`src/rtl/cpu_pkg.sv`:
```
// cpu_pkg: values shared by the fetch, decode and redirect logic.
// Holds the opcode constants, the {C,N,Z} flag bit positions, the
// redirect FSM state encoding and a helper that maps a conditional
// branch opcode to the flag bit it tests.
package cpu_pkg;

  localparam logic [4:0] OP_CALL = 5'b00101;
  localparam logic [4:0] OP_RET  = 5'b00010;
  localparam logic [4:0] OP_RTI  = 5'b00011;
  localparam logic [4:0] OP_JZ   = 5'b11000;
  localparam logic [4:0] OP_JN   = 5'b11001;
  localparam logic [4:0] OP_JC   = 5'b11010;
  localparam logic [4:0] OP_JMP  = 5'b11011;
  localparam logic [4:0] OP_LDM  = 5'b10010;

  localparam int FLAG_Z = 0;
  localparam int FLAG_N = 1;
  localparam int FLAG_C = 2;

  typedef enum logic [1:0] {
    ST_IDLE     = 2'd0,
    ST_RESOLVE  = 2'd1,
    ST_WAIT_MEM = 2'd2,
    ST_INT_WAIT = 2'd3
  } redirect_state_t;

  // One-hot {C,N,Z} mask of the flag a conditional branch tests.
  function automatic logic [2:0] cond_mask(input logic [4:0] op);
    logic [2:0] m;
    m = 3'b000;
    case (op)
      OP_JZ:   m = 3'b001 << FLAG_Z;
      OP_JN:   m = 3'b001 << FLAG_N;
      OP_JC:   m = 3'b001 << FLAG_C;
      default: m = 3'b000;
    endcase
    return m;
  endfunction

endpackage

```
`src/rtl/mem_wait_timer.sv`:
```
// mem_wait_timer: saturating up-counter bounding how long the redirect
// FSM waits for the memory stage.
// Ports:
//   clk     - clock, rising edge
//   rst_n   - asynchronous active-low reset
//   clear   - restart the count at 0 (wins over enable)
//   enable  - count one waiting cycle
//   expired - the cycle being counted brings the count to LIMIT
module mem_wait_timer #(
  parameter int              W     = 4,
  parameter logic [W-1:0]    LIMIT = 4'd15
) (
  input  logic clk,
  input  logic rst_n,
  input  logic clear,
  input  logic enable,
  output logic expired
);

  logic [W-1:0] count;
  logic [W-1:0] count_inc;

  // Hold at LIMIT instead of wrapping.
  assign count_inc = (count == LIMIT) ? count : count + 1'b1;
  assign expired   = enable && (count_inc == LIMIT);

  always_ff @(posedge clk or negedge rst_n) begin
    if (!rst_n) begin
      count <= '0;
    end else if (clear) begin
      count <= '0;
    end else if (enable) begin
      count <= count_inc;
    end
  end

endmodule

```
`src/rtl/fetch_redirect_unit.sv`:
```
// fetch_redirect_unit: drives the redirect / stall / flush feedback into
// fetch and the IF/ID register for jmp, call, jz/jn/jc, ret, rti and
// interrupt entry. All outputs are registered.
// Ports:
//   i_clk, i_reset            - clock, async active-low reset
//   i_valid, i_hazard_instruction, i_opcode, i_reg_target - decode slot
//   i_flags                   - {C,N,Z} from execute, the cycle after i_valid
//   i_mem_valid, i_mem_data   - popped PC or vector word from memory
//   i_interrupt_signal        - external interrupt (level or pulse)
//   o_pc_new, o_branch_decision, o_stall, o_flush - fetch control
//   o_flag_clear, o_restore_flags - flag side effects
//   o_int_req, o_mem_addr     - interrupt entry request to memory
//   o_timeout                 - memory wait aborted
//
// state       | meaning
// ST_IDLE     | accept a hazard instruction or start interrupt entry
// ST_RESOLVE  | conditional branch waits one cycle for execute flags
// ST_WAIT_MEM | ret/rti waits for the popped PC
// ST_INT_WAIT | interrupt entry waits for the vector word
module fetch_redirect_unit
  import cpu_pkg::*;
#(
  parameter int              PC_W            = 32,
  parameter logic [PC_W-1:0] INT_VECTOR_ADDR = 32'h0000_0001,
  parameter int              MEM_TIMEOUT     = 15
) (
  input  logic            i_clk,
  input  logic            i_reset,
  input  logic            i_valid,
  input  logic            i_hazard_instruction,
  input  logic [4:0]      i_opcode,
  input  logic [PC_W-1:0] i_reg_target,
  input  logic [2:0]      i_flags,
  input  logic            i_mem_valid,
  input  logic [PC_W-1:0] i_mem_data,
  input  logic            i_interrupt_signal,
  output logic [PC_W-1:0] o_pc_new,
  output logic            o_branch_decision,
  output logic            o_stall,
  output logic            o_flush,
  output logic [2:0]      o_flag_clear,
  output logic            o_restore_flags,
  output logic            o_int_req,
  output logic [PC_W-1:0] o_mem_addr,
  output logic            o_timeout
);

  redirect_state_t state;
  logic            int_pending;
  logic            int_prev;
  logic [PC_W-1:0] target_q;
  logic [4:0]      op_q;

  logic accept;
  logic int_rise;
  logic int_take;
  logic is_return;
  logic tmr_clear;
  logic tmr_enable;
  logic tmr_expired;

  assign accept     = (state == ST_IDLE) && i_valid && i_hazard_instruction;
  assign int_rise   = i_interrupt_signal && !int_prev;
  // An accepted hazard always beats a pending interrupt.
  assign int_take   = (state == ST_IDLE) && !accept && int_pending;
  assign is_return  = (i_opcode == OP_RET) || (i_opcode == OP_RTI);
  assign tmr_clear  = (accept && is_return) || int_take;
  assign tmr_enable = ((state == ST_WAIT_MEM) || (state == ST_INT_WAIT)) && !i_mem_valid;

  mem_wait_timer #(
    .W     (4),
    .LIMIT (4'(MEM_TIMEOUT))
  ) u_timer (
    .clk     (i_clk),
    .rst_n   (i_reset),
    .clear   (tmr_clear),
    .enable  (tmr_enable),
    .expired (tmr_expired)
  );

  always_ff @(posedge i_clk or negedge i_reset) begin
    if (!i_reset) begin
      state             <= ST_IDLE;
      int_pending       <= 1'b0;
      int_prev          <= 1'b0;
      target_q          <= '0;
      op_q              <= '0;
      o_pc_new          <= '0;
      o_branch_decision <= 1'b0;
      o_stall           <= 1'b0;
      o_flush           <= 1'b0;
      o_flag_clear      <= 3'b000;
      o_restore_flags   <= 1'b0;
      o_int_req         <= 1'b0;
      o_mem_addr        <= '0;
      o_timeout         <= 1'b0;
    end else begin
      int_prev          <= i_interrupt_signal;
      o_branch_decision <= 1'b0;
      o_flush           <= 1'b0;
      o_flag_clear      <= 3'b000;
      o_restore_flags   <= 1'b0;
      o_timeout         <= 1'b0;

      // Entry consumes the pending bit; an edge while pending is dropped.
      if (int_take) begin
        int_pending <= 1'b0;
      end else if (int_rise) begin
        int_pending <= 1'b1;
      end

      case (state)
        ST_IDLE: begin
          if (accept) begin
            op_q     <= i_opcode;
            target_q <= i_reg_target;
            case (i_opcode)
              OP_JMP, OP_CALL: begin
                o_pc_new          <= i_reg_target;
                o_branch_decision <= 1'b1;
                o_flush           <= 1'b1;
              end
              OP_JZ, OP_JN, OP_JC: begin
                state   <= ST_RESOLVE;
                o_stall <= 1'b1;
              end
              OP_RET, OP_RTI: begin
                state   <= ST_WAIT_MEM;
                o_stall <= 1'b1;
              end
              default: ;
            endcase
          end else if (int_take) begin
            state      <= ST_INT_WAIT;
            o_int_req  <= 1'b1;
            o_mem_addr <= INT_VECTOR_ADDR;
            o_stall    <= 1'b1;
          end
        end
        ST_RESOLVE: begin
          if ((i_flags & cond_mask(op_q)) != 3'b000) begin
            o_pc_new          <= target_q;
            o_branch_decision <= 1'b1;
            o_flush           <= 1'b1;
            o_flag_clear      <= cond_mask(op_q);
          end
          o_stall <= 1'b0;
          state   <= ST_IDLE;
        end
        ST_WAIT_MEM: begin
          if (i_mem_valid) begin
            o_pc_new          <= i_mem_data;
            o_branch_decision <= 1'b1;
            o_flush           <= 1'b1;
            o_restore_flags   <= (op_q == OP_RTI);
            o_stall           <= 1'b0;
            state             <= ST_IDLE;
          end else if (tmr_expired) begin
            o_timeout <= 1'b1;
            o_stall   <= 1'b0;
            state     <= ST_IDLE;
          end
        end
        ST_INT_WAIT: begin
          if (i_mem_valid || tmr_expired) begin
            if (i_mem_valid) begin
              o_pc_new          <= i_mem_data;
              o_branch_decision <= 1'b1;
              o_flush           <= 1'b1;
            end else begin
              o_timeout <= 1'b1;
            end
            o_int_req  <= 1'b0;
            o_mem_addr <= '0;
            o_stall    <= 1'b0;
            state      <= ST_IDLE;
          end
        end
        default: state <= ST_IDLE;
      endcase
    end
  end

endmodule

```
`config.mk`:
```
export PLATFORM = sky130hd
export DESIGN_NAME = fetch_redirect_unit
export DESIGN_NICKNAME = d
export VERILOG_FILES = /design/src/rtl/cpu_pkg.sv /design/src/rtl/mem_wait_timer.sv /design/src/rtl/fetch_redirect_unit.sv
export SDC_FILE = /design/constraint.sdc
export NUM_CORES = 1
export LEC_CHECK = 0
export CORE_UTILIZATION = 34
export CTS_CLUSTER_SIZE = 8
export DETAILED_ROUTE_END_ITERATION = 8
export PLACE_DENSITY = 0.59
export SYNTH_ARGS = -nofsm -noshare
export SYNTH_HDL_FRONTEND = slang
export SYNTH_SLANG_ARGS = --single-unit
```
`constraint.sdc`:
```
create_clock -name i_clk -period 3.03 [get_ports i_clk]
set_input_delay 0.606 -clock i_clk [delete_from_list [all_inputs] [get_ports i_clk]]
set_output_delay 0.606 -clock i_clk [all_outputs]
set_load 0.03 [all_outputs]
```
==> summary.txt <==
Setup path
  • Critical Path, Cell by Cell: clkdlybuf4s50_1 -> and4bb_2 -> buf_4 -> nand4b_1 -> o21ai_0 -> nor2_1
  • CP Max Fanout: 39
  • Reg2reg path depth: 6
  • Worst Path Arrival: 2400 ps
  • WP data required: 3210 ps
  • CP endpoint kind: register
  • CP Class: input pin to register
  • CP max-delay cell: clkdlybuf4s50_1
  • CP Launch Type: input pin
  • Max incr delay on CP: 480 ps

Finish
  • Most frequent cells in the layout: clkdlybuf4s50_1, dfrtp_1, mux2_2, nand2_1, o21ai_0
  • N_diodes: 0
  • Most common cell after layout, fill and taps aside: clkdlybuf4s50_1
  • Share of post-route cells with drive strength above 1: 19.1%
  • Multi-input gate area: 1880 um^2
  • Register area: 2130 um^2
  • Fin cells: 655
  • Fin nets: 561
  • Area Overhead vs Synth: 36.2%
  • Filler Cells Inserted: 1136

Outcome
  • Status: completed

GRT
  • Number of global-route vias before repair: 3094
  • Congestion Overflow GR: 0
  • First-pass GRT wire length: 15400 um
  • Largest net degree at the start of global routing: 67
  • Total GRT Usage: 15.0%
  • Initial antenna violation count: 0

Yosys
  • Xor/xnor share of the synthesized area: 0.409%
  • Synth Area in Compound Gates: 7.25%
  • Cells after Synth: 367
  • Simple-Gate Fraction of Synth Area: 7.52%
  • Number of flops mapped to enable cells by yosys: 0
  • Multiplexer share of the synthesized area: 25.9%
  • Sequential element share of the synthesized area: 49.7%
  • Yosys warns: 0
  • Largest family of logic cells by synthesized area: multiplexers
  • Syn avg cell area: 11.7 um^2
  • Mapped Area: 4280 um^2
  • Post-synth top flop: dfrtp_1
  • Yosys reg bits: 85
  • Unique masters post-synth: 42
  • Adder-cell share of the synthesized area: 0.292%
  • Async SR Flop Fraction: 100%

Routing
  • WL/cell: 14.1 um
  • Via density: 4.57
  • WL final: 9260 um
  • DRC: 0
  • First-pass DRT Iterations: 4
  • Antenna Nets Post-Route: 0
  • Vias: 2992
  • DR iter-0 viols: 111

Place
  • Port Buffer Count: 119
  • GP Congestion: 0.760
  • Cells after DPL: 639
  • DPL Wire Length: 6540 um

Job
  • Max cap viols: 0

Power
  • Leak Pwr: 2.41 nW
  • Pwr/cell area: 978 nW/um^2
  • Sw Ratio: 36.2%
  • Int Power: 0.00364 W
  • NetSw: 0.00206 W
  • Combinational power share: 44.5%
  • Max rail drop VDD: 0.532 mV
  • Part of the power in registers: 34.7%
  • Clock share of power: 20.9%

STA
  • Worst Skew: 5.86 ps
  • Slew headroom: 58.9%
  • Worst-Margin Slew: 611 ps
  • Final slew viol count: 0
  • Tcrit/Tclk final: 73.3%
  • Hold Violations, Final: 0
  • Setup TNS: 0 ps
  • RSZ-0062 raised after global routing: false
  • Final setup fails: 0
  • Maximum clock frequency: 0.450 GHz
  • Min cycle time layout: 2220 ps

Floorplan
  • Chip Height: 114 um
  • Initial Utilization: 35.2%
  • DIE AREA: 13000 um^2
  • Core area: 12200 um^2
  • IO Count: 151
  • Row Count: 40
  • Die Width: 114 um

Clocking
  • CTS tree: built
  • CTS max path bufs: 2
  • Number of buffers created by CTS: 9
  • CTS resizes: 0
  • Setup Buffers After CTS: 0
  • H-tree depth: 3
  • Cts hold-fix bufs: 0
  • Clk sinks: 85
  • Clock root buffer: clkbuf_16
  • Worst skew pair latency: 330 ps
  • Clock Pin Slew Worst Setup and Hold Paths: 60 ps

Min path
  • Worst Hold Class: input pin to async pin
## logic make-up (layout without fill, tap and decap cells)
family,after synthesis,after routing
buffers and inverters,58,148
xor gates and xnor gates,2,2
other,1,31
DFF,85,85
muxes,102,102
AOI/OAI and AO/OA,51,51
and+or+nand+nor,67,67
adders and majority gates,1,1
## cells in the mapped netlist, drive strengths merged (2+ instances only)
master	number	share of area, %
buf	47	7.9
dfrtp	85	50
a211oi	2	0.35
mux2i	34	8.0
nand4b	2	0.41
a21oi	2	0.23
nor3	4	0.47
inv	6	0.53
o21ai	36	4.2
nor2	7	0.61
o211ai	2	0.35
clkbuf	5	0.44
mux2	68	18
nor3b	2	0.35
nand2	40	3.5
nand2b	3	0.44
## worst max-delay path, delay by kind of cell
family                 cells  cell delay [ps]
AOI/OAI and AO/OA          1              290
buffers and inverters      2              940
and+or+nand+nor            3              560
## path summary, 6_finish.rpt
kind                                      startpoint                            to  slack (ps)
worst min register to register   op_q[2]$_DFFE_PN0P_     o_restore_flags$_DFF_PN0_         490
worst min-delay path                         i_reset      o_pc_new[26]$_DFFE_PN0P_         250
max in group asynchronous                    i_reset      target_q[22]$_DFFE_PN0P_        2110
worst max-delay path            i_hazard_instruction  u_timer.count[0]$_DFFE_PN0P_         810
worst max register to register  state[0]$_DFFE_PN0P_  u_timer.count[0]$_DFFE_PN0P_         850
min in group i_clk               op_q[2]$_DFFE_PN0P_     o_restore_flags$_DFF_PN0_         490
## flip-flops by register name, indices dropped and copies added, names as in the netlist
register         cells
state                2
int_pending          1
u_timer.count        4
op_q                 5
o_flag_clear         3
o_restore_flags      1
o_stall              1
o_timeout            1
o_pc_new            32
int_prev             1
o_flush              1
target_q            32
o_mem_addr           1
## per-stage QoR
step / hold WS (ps) / worst slack, ps / util (%) / instance area (um^2) / total power, W
CTS: 272 / 795 / 47.9 / 5830 / 0.00577
global placement: 473 / 502 / 45.2 / 5500 / 0.00449
finish: 254 / 810 / 47.9 / 5830 / 0.00570
global route: 285 / 599 / 47.9 / 5830 / 0.00606
floorplan: 310 / 1150 / - / 4390 / 0.00370
detailed placement: 476 / 456 / 45.2 / 5500 / 0.00455
## power groups by stage
stage	Clock, W	Combinational, W	Sequential (W)
3_3_place_gp	0	0.00252	0.00197
3_5_place_dp	0	0.00256	0.00199
5_1_grt	0.00127	0.00273	0.00205
2_1_floorplan	0	0.00133	0.00237
4_1_cts	0.00123	0.00256	0.00198
6_report	0.00119	0.00253	0.00198
## area by class of cell
type / instances / share of cell area [%]
flip-flops and latches: 85 / 36.5
multi-input cells: 254 / 32.3
repair buffers: 126 / 21.5
clock buffers: 11 / 4.17
well taps: 168 / 3.61
clock inverters: 5 / 1.44
inverters: 6 / 0.387
## layer usage
| layer | track usage (%) | routed length, um | vias up |
|---|---|---|---|
| met3 | 4.08 | 522 | 11 |
| met1 | 19.2 | 4230 | 1431 |
| li1 | - | - | 1451 |
| met5 | 0 | 0 | - |
| met2 | 25.0 | 4400 | 99 |
| met4 | 4.24 | 101 | 0 |
No activity file was read; power rests on OpenSTA's default activity.
